--- src/rtl/npu_pkg.sv ---
// npu_pkg
// Shared definitions for the NPU datapath blocks.
//   elem_rd_state_t    : state encoding of the result-SRAM reader FSM
//   MAX_ADDR_WIDTH     : default SRAM address width (also job base/length width)
//   MAX_DATA_WIDTH     : default SRAM read word width
//   C_AXIS_TDATA_WIDTH : default AXI4-Stream output width
package npu_pkg;

    localparam int MAX_ADDR_WIDTH     = 16;
    localparam int MAX_DATA_WIDTH     = 64;
    localparam int C_AXIS_TDATA_WIDTH = 32;

    typedef enum logic [1:0] {
        IDLE  = 2'd0,
        READ  = 2'd1,
        DRAIN = 2'd2,
        DONE  = 2'd3
    } elem_rd_state_t;

endpackage

--- src/rtl/skid_fifo2.sv ---
// skid_fifo2
// Two-entry FIFO used as the output buffer of the result-SRAM reader.
// Ports:
//   clk         : clock (rising edge)
//   arst        : asynchronous active-high reset
//   push_i      : write push_data_i this cycle
//   push_data_i : data to store
//   pop_i       : remove the head entry this cycle
//   occ_o       : number of stored entries (0..2)
//   head_data_o : head entry (meaningful while occ_o != 0)
// The writer guarantees it never pushes into a full FIFO and the reader
// never pops an empty one; push and pop together leave occ_o unchanged.
module skid_fifo2 #(
    parameter int W = 32
) (
    input  logic         clk,
    input  logic         arst,
    input  logic         push_i,
    input  logic [W-1:0] push_data_i,
    input  logic         pop_i,
    output logic [1:0]   occ_o,
    output logic [W-1:0] head_data_o
);

    logic [W-1:0] mem_q [2];
    logic         wr_ptr_q;
    logic         rd_ptr_q;
    logic [1:0]   occ_q;

    always_ff @(posedge clk or posedge arst) begin
        if (arst) begin
            for (int i = 0; i < 2; i++) begin
                mem_q[i] <= '0;
            end
            wr_ptr_q <= 1'b0;
            rd_ptr_q <= 1'b0;
            occ_q    <= 2'd0;
        end else begin
            if (push_i) begin
                mem_q[wr_ptr_q] <= push_data_i;
                wr_ptr_q        <= ~wr_ptr_q;
            end
            if (pop_i) begin
                rd_ptr_q <= ~rd_ptr_q;
            end
            case ({push_i, pop_i})
                2'b10:   occ_q <= occ_q + 2'd1;
                2'b01:   occ_q <= occ_q - 2'd1;
                default: occ_q <= occ_q;
            endcase
        end
    end

    assign occ_o       = occ_q;
    assign head_data_o = mem_q[rd_ptr_q];

endmodule

--- src/rtl/elem_sram_reader.sv ---
// elem_sram_reader
// Streams len words of the ELEM0 result SRAM, starting at base_addr, out of
// an AXI4-Stream master. Reads are credit-limited against a 2-entry output
// buffer so tready backpressure never drops or duplicates a word; with
// tready held high it sustains one beat per cycle.
// Ports:
//   clk, arst          : clock, asynchronous active-high reset
//   start              : one-cycle job request (honoured only when idle)
//   base_addr, len     : first SRAM word and word count, latched on start
//   busy, done         : job in progress / one-cycle end-of-job pulse
//   read_sram_enable   : read request to the arbiter / ELEM0 bank
//   read_idx           : read address (zero when no request)
//   sram_dout          : read data, valid one cycle after the request
//   m00_axis_*         : AXI4-Stream master (tdata/tvalid/tready/tlast)
//   stall_cnt          : cycles with tvalid & !tready while busy; present
//                        only when ELEM_READER_STALL_CNT_EN is defined
module elem_sram_reader #(
    parameter int MAX_ADDR_WIDTH     = npu_pkg::MAX_ADDR_WIDTH,
    parameter int MAX_DATA_WIDTH     = npu_pkg::MAX_DATA_WIDTH,
    parameter int C_AXIS_TDATA_WIDTH = npu_pkg::C_AXIS_TDATA_WIDTH
) (
    input  logic                          clk,
    input  logic                          arst,
    input  logic                          start,
    input  logic [MAX_ADDR_WIDTH-1:0]     base_addr,
    input  logic [MAX_ADDR_WIDTH-1:0]     len,
    output logic                          busy,
    output logic                          done,
    output logic                          read_sram_enable,
    output logic [MAX_ADDR_WIDTH-1:0]     read_idx,
    input  logic [MAX_DATA_WIDTH-1:0]     sram_dout,
    output logic [C_AXIS_TDATA_WIDTH-1:0] m00_axis_tdata,
    output logic                          m00_axis_tvalid,
    output logic                          m00_axis_tlast,
    input  logic                          m00_axis_tready
`ifdef ELEM_READER_STALL_CNT_EN
    ,
    output logic [31:0]                   stall_cnt
`endif
);

    import npu_pkg::*;

    localparam logic [MAX_ADDR_WIDTH-1:0] ONE = MAX_ADDR_WIDTH'(1);

    elem_rd_state_t                state_q;
    logic [MAX_ADDR_WIDTH-1:0]     base_q;
    logic [MAX_ADDR_WIDTH-1:0]     len_q;
    logic [MAX_ADDR_WIDTH-1:0]     issue_cnt_q;
    logic [MAX_ADDR_WIDTH-1:0]     beat_cnt_q;
    logic                          busy_q;
    logic                          done_q;
    logic                          inflight_q;

    logic [1:0]                    occ;
    logic [C_AXIS_TDATA_WIDTH-1:0] head_data;
    logic                          pop;
    logic                          rd_en;
    logic [2:0]                    credit_used;
    logic                          last_issue;
    logic                          last_beat;

    // Words already committed to the buffer: stored + returning next cycle,
    // minus the one leaving now. A new read needs a free slot among the two.
    assign m00_axis_tvalid = (occ != 2'd0);
    assign pop             = m00_axis_tvalid & m00_axis_tready;
    assign credit_used     = {1'b0, occ} + {2'b00, inflight_q} - {2'b00, pop};
    assign rd_en           = (state_q == READ) && (credit_used < 3'd2);

    assign read_sram_enable = rd_en;
    assign read_idx         = rd_en ? (base_q + issue_cnt_q) : '0;

    assign last_issue = (issue_cnt_q == len_q - ONE);
    assign last_beat  = (beat_cnt_q == len_q - ONE);

    assign m00_axis_tlast = m00_axis_tvalid & last_beat;
    assign m00_axis_tdata = m00_axis_tvalid ? head_data : '0;
    assign busy           = busy_q;
    assign done           = done_q;

    skid_fifo2 #(
        .W (C_AXIS_TDATA_WIDTH)
    ) u_buf (
        .clk         (clk),
        .arst        (arst),
        .push_i      (inflight_q),
        .push_data_i (sram_dout[C_AXIS_TDATA_WIDTH-1:0]),
        .pop_i       (pop),
        .occ_o       (occ),
        .head_data_o (head_data)
    );

    // Only the low stream-width bits of the SRAM word are forwarded.
    generate
        if (MAX_DATA_WIDTH > C_AXIS_TDATA_WIDTH) begin : g_dout_hi
            logic unused_dout_hi;
            assign unused_dout_hi = ^sram_dout[MAX_DATA_WIDTH-1:C_AXIS_TDATA_WIDTH];
        end
    endgenerate

    always_ff @(posedge clk or posedge arst) begin
        if (arst) begin
            state_q     <= IDLE;
            base_q      <= '0;
            len_q       <= '0;
            issue_cnt_q <= '0;
            beat_cnt_q  <= '0;
            busy_q      <= 1'b0;
            done_q      <= 1'b0;
            inflight_q  <= 1'b0;
        end else begin
            inflight_q <= rd_en;
            if (pop) begin
                beat_cnt_q <= beat_cnt_q + ONE;
            end
            case (state_q)
                IDLE: begin
                    done_q <= 1'b0;
                    if (start) begin
                        busy_q <= 1'b1;
                        if (len != '0) begin
                            base_q      <= base_addr;
                            len_q       <= len;
                            issue_cnt_q <= '0;
                            beat_cnt_q  <= '0;
                            state_q     <= READ;
                        end else begin
                            // Empty job: report completion straight away.
                            done_q  <= 1'b1;
                            state_q <= DONE;
                        end
                    end
                end
                READ: begin
                    if (rd_en) begin
                        issue_cnt_q <= issue_cnt_q + ONE;
                        if (last_issue) begin
                            state_q <= DRAIN;
                        end
                    end
                end
                DRAIN: begin
                    if (pop && last_beat) begin
                        done_q  <= 1'b1;
                        state_q <= DONE;
                    end
                end
                DONE: begin
                    done_q  <= 1'b0;
                    busy_q  <= 1'b0;
                    state_q <= IDLE;
                end
                default: begin
                    state_q <= IDLE;
                end
            endcase
        end
    end

`ifdef ELEM_READER_STALL_CNT_EN
    logic [31:0] stall_q;

    always_ff @(posedge clk or posedge arst) begin
        if (arst) begin
            stall_q <= '0;
        end else if ((state_q == IDLE) && start) begin
            stall_q <= '0;
        end else if (busy_q && m00_axis_tvalid && !m00_axis_tready && (stall_q != '1)) begin
            stall_q <= stall_q + 32'd1;
        end
    end

    assign stall_cnt = stall_q;
`endif

endmodule

--- config.mk ---
export PLATFORM = sky130hd
export DESIGN_NAME = elem_sram_reader
export DESIGN_NICKNAME = d
export VERILOG_FILES = /design/src/rtl/npu_pkg.sv /design/src/rtl/skid_fifo2.sv /design/src/rtl/elem_sram_reader.sv
export SDC_FILE = /design/constraint.sdc
export NUM_CORES = 1
export LEC_CHECK = 0
export ABC_AREA = 1
export CAP_MARGIN = 20
export CORE_ASPECT_RATIO = 1.4
export CORE_UTILIZATION = 30
export DETAILED_ROUTE_END_ITERATION = 16
export GPL_ROUTABILITY_DRIVEN = 1
export PLACE_DENSITY = 0.5
export SYNTH_ARGS = -nofsm -noshare
export SYNTH_HDL_FRONTEND = slang
export SYNTH_HIERARCHICAL = 1
export SYNTH_SLANG_ARGS = --single-unit
--- constraint.sdc ---
create_clock -name clk -period 4.92 [get_ports clk]
set_clock_uncertainty 0.2 [all_clocks]
set_input_delay 0.984 -clock clk [delete_from_list [all_inputs] [get_ports clk]]
set_output_delay 0.984 -clock clk [all_outputs]
set_load 0.01 [all_outputs]
==> results of run 1 <==
worst paths after layout:
path                            startpoint              end  slack, ns  cells after the start
min reg2reg                 u_buf/rd_ptr_q   u_buf/rd_ptr_q       0.27                      1
max reg2reg                 u_buf/occ_o[1]  issue_cnt_q[10]       1.40                     18
max in group asynchronous             arst   u_buf/mem_q[3]       3.05                      3
min in group asynchronous             arst    beat_cnt_q[3]       0.77                      2
max                        m00_axis_tready     read_idx[11]       0.22                     13
min                         u_buf/rd_ptr_q   u_buf/rd_ptr_q       0.27                      1
cells in the final DEF (no fill, tap or decap), drive strengths merged, types with 8 or more instances in the layout:
cell type,count
clkbuf,17
nor3,15
xor2,19
a21oi,36
nand2,342
clkdlybuf4s50,103
buf,18
dlygate4sd2,16
dfrtp,137
o21ai,145
ha,24
inv,187
nand3,82
nor2,132
nand4,8
routing by layer:
layer,global-route usage (%),part of all wire (%),up-vias
met1,20.9,43,3451
li1,-,-,3994
met5,0,0,-
met4,7.90,3.4,0
met2,30.8,50,155
met3,2.84,3.2,32
cells by family after synthesis:
family / synth area share, %
AND/OR/NAND/NOR: 30.1
XOR/XNOR: 2.57
adder cells (fa/ha/maj): 4.01
flip-flops: 40.4
AO/OA/AOI/OAI: 12.7
buffers and inverters: 10.3
power groups by stage:
stage,Sequential (mW),Combinational (mW),Clock (mW)
finish,1.94,3.27,1.32
global route,2.01,3.75,1.41
CTS,1.95,3.31,1.36
detailed placement,1.96,3.29,0
global placement,1.96,3.27,0
floorplan,1.85,2.21,0
metrics by stage:
step	TNS (ns)	setup slack [ns]	hold slack [ns]	instance area, µm²	total power [mW]
6_report	0	0.217	0.268	10700	6.53
5_1_grt	0	0.0219	0.283	10700	7.16
4_1_cts	0	0.112	0.270	10700	6.62
3_5_place_dp	-2.10	-0.165	0.258	10100	5.26
3_3_place_gp	-2.11	-0.161	0.257	10100	5.22
2_1_floorplan	0	0.718	0.248	8480	4.07
worst max-delay path, stage by stage:
cell and delay, ns:
clkdlybuf4s50_1 0.50, nand2_2 0.07, inv_2 0.07, ha_1 0.22
nor2_1 0.13, fa_1 0.42, nor3b_1 0.20, inv_1 0.12
nor2_4 0.16, buf_6 0.15, o21ai_0 0.08, a21oi_1 0.12
dlygate4sd2_1 0.29
state kept, by name (all words and copies together), names as in the netlist:
signal / flops
u_buf/mem_q: 64
len_q: 16
u_buf/rd_ptr_q: 1
inflight_q: 1
issue_cnt_q: 16
busy: 1
done: 1
beat_cnt_q: 16
base_q: 16
u_buf/occ_o: 2
state_q: 2
u_buf/wr_ptr_q: 1
final cells by class:
class	count	area [µm²]
multi-input combinational	837	4200
tap	370	463
timing repair buffer	138	1360
fill	3035	17000
inverter	184	691
clock inverter	14	173
clock buffer	17	425
sequential	137	3430
repair_timing:
action                     CTS  global route
gates cloned                 1             0
gates resized for setup     20             2
buffers inserted             0             0
hold endpoints to repair     0             0
setup endpoints to repair   16             2
==> qor.txt, run 1 <==
Crit path required time -> 3.74 ns
Synth Warn # -> 6
Clock power frac -> 20.2%
Mapped cell area -> 8480 µm²
Initial Util -> 30.6%
RSZ-0062 raised after global routing -> false
Cell Pwr Density -> 607 nW/µm²
Final critical-path required period -> 4.70 ns
Initial DRT Pass Iterations -> 5
DRC violations left -> 0
Final Instance Count excl. Fillers -> 1697
Fin. Hold Viols -> 0
Sink Count -> 137
Gate power share -> 50.1%
H-tree Lvls -> 4
Share of layout cells above drive strength 1 -> 9.04%
Count of final max-slew check failures -> 0
Antenna Nets Post-Route -> 0
Synth Instances -> 1192
Switching share of power -> 42.8%
Final period util -> 95.6%
Post-detail-place hpwl -> 18000 µm
Via count -> 7632
Slew headroom -> 47.9%
Routed WL -> 24000 µm
# IOs -> 153
Syn_nets -> 1318
CTS clock-pin slew for the worst setup and hold paths -> 0.06 ns
Die Span X -> 144 µm
Root Driver -> clkbuf_16
CP Capture Type -> primary output
# rows -> 72
Final core utilization -> 38.7%
Initial antenna violation count -> 0
Leakage -> 5.36 nW
CTS tree -> built
Yosys cell types -> 41
Clk buf depth -> 2
DRT iter0 DRCs -> 347
Share of the synthesized area in the top cell type -> 40.4%
Synth Register Bits -> 137
Worst Max-Slew Pin Slew -> 0.782 ns
Input/output buffers -> 120
Drt wl/cell -> 14.1 µm
Top-count cell post-synth -> nand2_1
Via density -> 4.50
Final setup fails -> 0
Core box area -> 27700 µm²
P&R area growth vs syn -> 26.7%
Die Ht -> 201 µm
Post-synthesis sequential area ratio -> 40.4%
Type of element launching the critical path -> primary input
Area leader, netlist -> dfrtp_1
Die outline area -> 29000 µm²
Hold WC Path Type -> flop to flop
Antenna cells -> 0
GR Util All Layers -> 17.7%
CTS Buf Count -> 17
Largest net degree at the start of global routing -> 65
FMAX -> 0.213 GHz
Top cells by area, synth -> dfrtp_1 (40%), nand2_1 (15%), inv_1 (7.8%), o21ai_0 (6.4%), nor2_1 (5.3%)
Setup CP Type -> primary input to primary output
Dpl cells -> 1664
Status -> finished, final reports clean
Remaining Overflow, GRT -> 0
Gp weighted congestion -> 0.903
Nets -> 1441
Vias in the first global route -> 7467
Worst-Skew Late Latency -> 0.42 ns
Post-synth EDFFs -> 0
Post-synth ARST share -> 100%
CTS hold repair buffers -> 0
Maximum vdd ir drop -> 0.266 mV
Post-synth top cells -> nand2_1 (329), inv_1 (177), dfrtp_1 (137)
CP max FO -> 7
Max cap viols -> 0
First-pass GRT wire length -> 39300 µm
Net Switching -> 2.79 mW
Power Internal -> 3.73 mW
CP arrival -> 3.52 ns
Sequential power share -> 29.7%
Main synth FF type -> dfrtp_1
Mean Syn Cell Area -> 7.12 µm²
No activity file was read; power rests on OpenSTA's default activity.
==> run 2, diff against run 1 <==
==> constraint.sdc (replaced) <==
create_clock -name clk -period 4.92 [get_ports clk]
set_clock_uncertainty 0.2 [all_clocks]
set_input_delay 0.984 -clock clk [delete_from_list [all_inputs] [get_ports clk]]
set_output_delay 0.984 -clock clk [all_outputs]
set_load 0.1 [all_outputs]
==> qor.txt, run 2 (synthesis gave the netlist of run 1 again) <==
Final Instance Count excl. Fillers -> 1696
Sequential power share -> 23.9%
Commonest cells after routing, fill and taps aside -> nand2_1 (328), inv_1 (175), dfrtp_1 (137)
Leakage -> 5.38 nW
Crit path required time -> 3.74 ns
CTS hold repair buffers -> 0
Worst hold slack -> 0.278 ns
Number of flip-flops in the largest register -> 64
# rows -> 72
Clock power frac -> 15.3%
Worst-path cell chain -> clkdlybuf4s50_1 -> nand2_2 -> inv_2 -> ha_1 -> nor2_1 -> fa_1 -> nor3b_2 -> inv_1 -> nor2_2 -> buf_6 -> o21ai_0 -> a21oi_4 -> buf_12
Routed WL -> 23700 µm
Final setup fails -> 0
Gate power share -> 60.8%
DRC violations left -> 0
Core box area -> 27700 µm²
Die Span X -> 144 µm
Hold WC Path Type -> flop to flop
Slowest cell on the critical path -> clkdlybuf4s50_1
Reg with most FFs -> u_buf/mem_q
Clk buf depth -> 2
CP arrival -> 3.50 ns
# IOs -> 153
P&R area growth vs syn -> 28.7%
Net Switching -> 4.56 mW
Remaining Overflow, GRT -> 0
Initial Util -> 30.6%
Fin. Hold Viols -> 0
Worst-Skew Late Latency -> 0.42 ns
Die Ht -> 201 µm
Worst Max-Slew Pin Slew -> 1.00 ns
Antenna Nets Post-Route -> 0
Count of final max-slew check failures -> 0
CTS Buf Count -> 17
Vias in the first global route -> 7600
Drt wl/cell -> 14.0 µm
Commonest non-fill, non-tap cell in the layout -> nand2_1
CP max FO -> 13
First-pass GRT wire length -> 39200 µm
Die outline area -> 29000 µm²
Share of layout cells above drive strength 1 -> 14.0%
Type of element launching the critical path -> primary input
Via count -> 7699
Post-detail-place hpwl -> 18000 µm
Maximum vdd ir drop -> 0.386 mV
DRT iter0 DRCs -> 374
Status -> finished, final reports clean
Max cap viols -> 0
Dpl cells -> 1663
Initial antenna violation count -> 0
Final core utilization -> 39.3%
Nets -> 1440
Input/output buffers -> 120
Via density -> 4.54
Setup TNS -> 0 ns
Number of fill cells -> 2969
Overall power -> 8.27 mW
Root Driver -> clkbuf_16
Sink Count -> 137
Initial DRT Pass Iterations -> 7
FMAX -> 0.213 GHz
CP Capture Type -> primary output
Final critical-path required period -> 4.68 ns
Switching share of power -> 55.1%
Antenna cells -> 0
H-tree Lvls -> 4
CTS tree -> built
Power Internal -> 3.71 mW
Setup CP Type -> primary input to primary output
GR Util All Layers -> 17.6%
Largest net degree at the start of global routing -> 69
Slew headroom -> 33.2%
Critical path's largest stage delay -> 0.47 ns
Final period util -> 95.2%
CTS clock-pin slew for the worst setup and hold paths -> 0.06 ns
RSZ-0062 raised after global routing -> false
Cell Pwr Density -> 758 nW/µm²
Gp weighted congestion -> 0.844
run 2: cell types whose count changed in the layout (fill, tap and decap cells not counted), sizes merged, moves of 2 or more:
cell           previous run  this run
clkdlybuf4s50           103        70
buf                      18        67
clkinvlp                  2         4
dlygate4sd2              16         0
clkinv                    6         3
run 2: worst max-delay path: cells and delay by family:
family                     cells  cell delay, ns
buffers and inverters          5            1.00
adders and majority gates      2            0.67
AOI/OAI and AO/OA              2            0.33
and+or+nand+nor                4            0.50
run 2: power groups by stage:
stage          clock network [mW]  logic, mW  registers (mW)
3_5_place_dp                    0       5.03            2.00
2_1_floorplan                   0       3.94            1.90
4_1_cts                      1.30       5.05            1.98
6_report                     1.26       5.03            1.98
3_3_place_gp                    0       5.01            1.99
5_1_grt                      1.35       5.54            2.04
run 2: final timing paths:
| kind | cells past startpoint | end | from | slack (ns) |
|---|---|---|---|---|
| min in group asynchronous | 2 | beat_cnt_q[2] | arst | 0.78 |
| max in group asynchronous | 3 | issue_cnt_q[0] | arst | 3.16 |
| worst min register to register | 2 | u_buf/mem_q[44] | u_buf/mem_q[44] | 0.28 |
| worst max register to register | 17 | issue_cnt_q[10] | u_buf/occ_o[1] | 1.50 |
| worst min-delay path | 2 | u_buf/mem_q[44] | u_buf/mem_q[44] | 0.28 |
| worst max-delay path | 13 | read_idx[6] | m00_axis_tready | 0.24 |
run 2: through the flow:
step	area (µm²)	setup slack [ns]
2_1_floorplan	8570	-0.00515
3_3_place_gp	10300	0.101
3_5_place_dp	10300	0.0695
4_1_cts	10900	0.0517
5_1_grt	10900	0.0231
6_report	10900	0.236
run 2: final cells by class:
class                      instances  area [µm²]  area share [%]
tap                              370         463            4.24
multi-input combinational        837        4290            39.3
inverter                         184         691            6.33
sequential                       137        3430            31.4
clock buffer                      18         429            3.93
timing repair buffer             137        1470            13.4
clock inverter                    13         144            1.32
run 2: metal layers:
layer  GRT usage (%)  share of wire, %  wire length, µm
met4            8.47               3.5              837
met1            20.3                43            10300
met2            30.7                50            11800
met5               0                 0                0
met3            3.10               3.4              810
run 2: timing repair:
action | 4_1_cts | 5_1_grt
setup buffers | 0 | 1
endpoints found under the setup margin | 0 | 16
resized for setup | 0 | 8
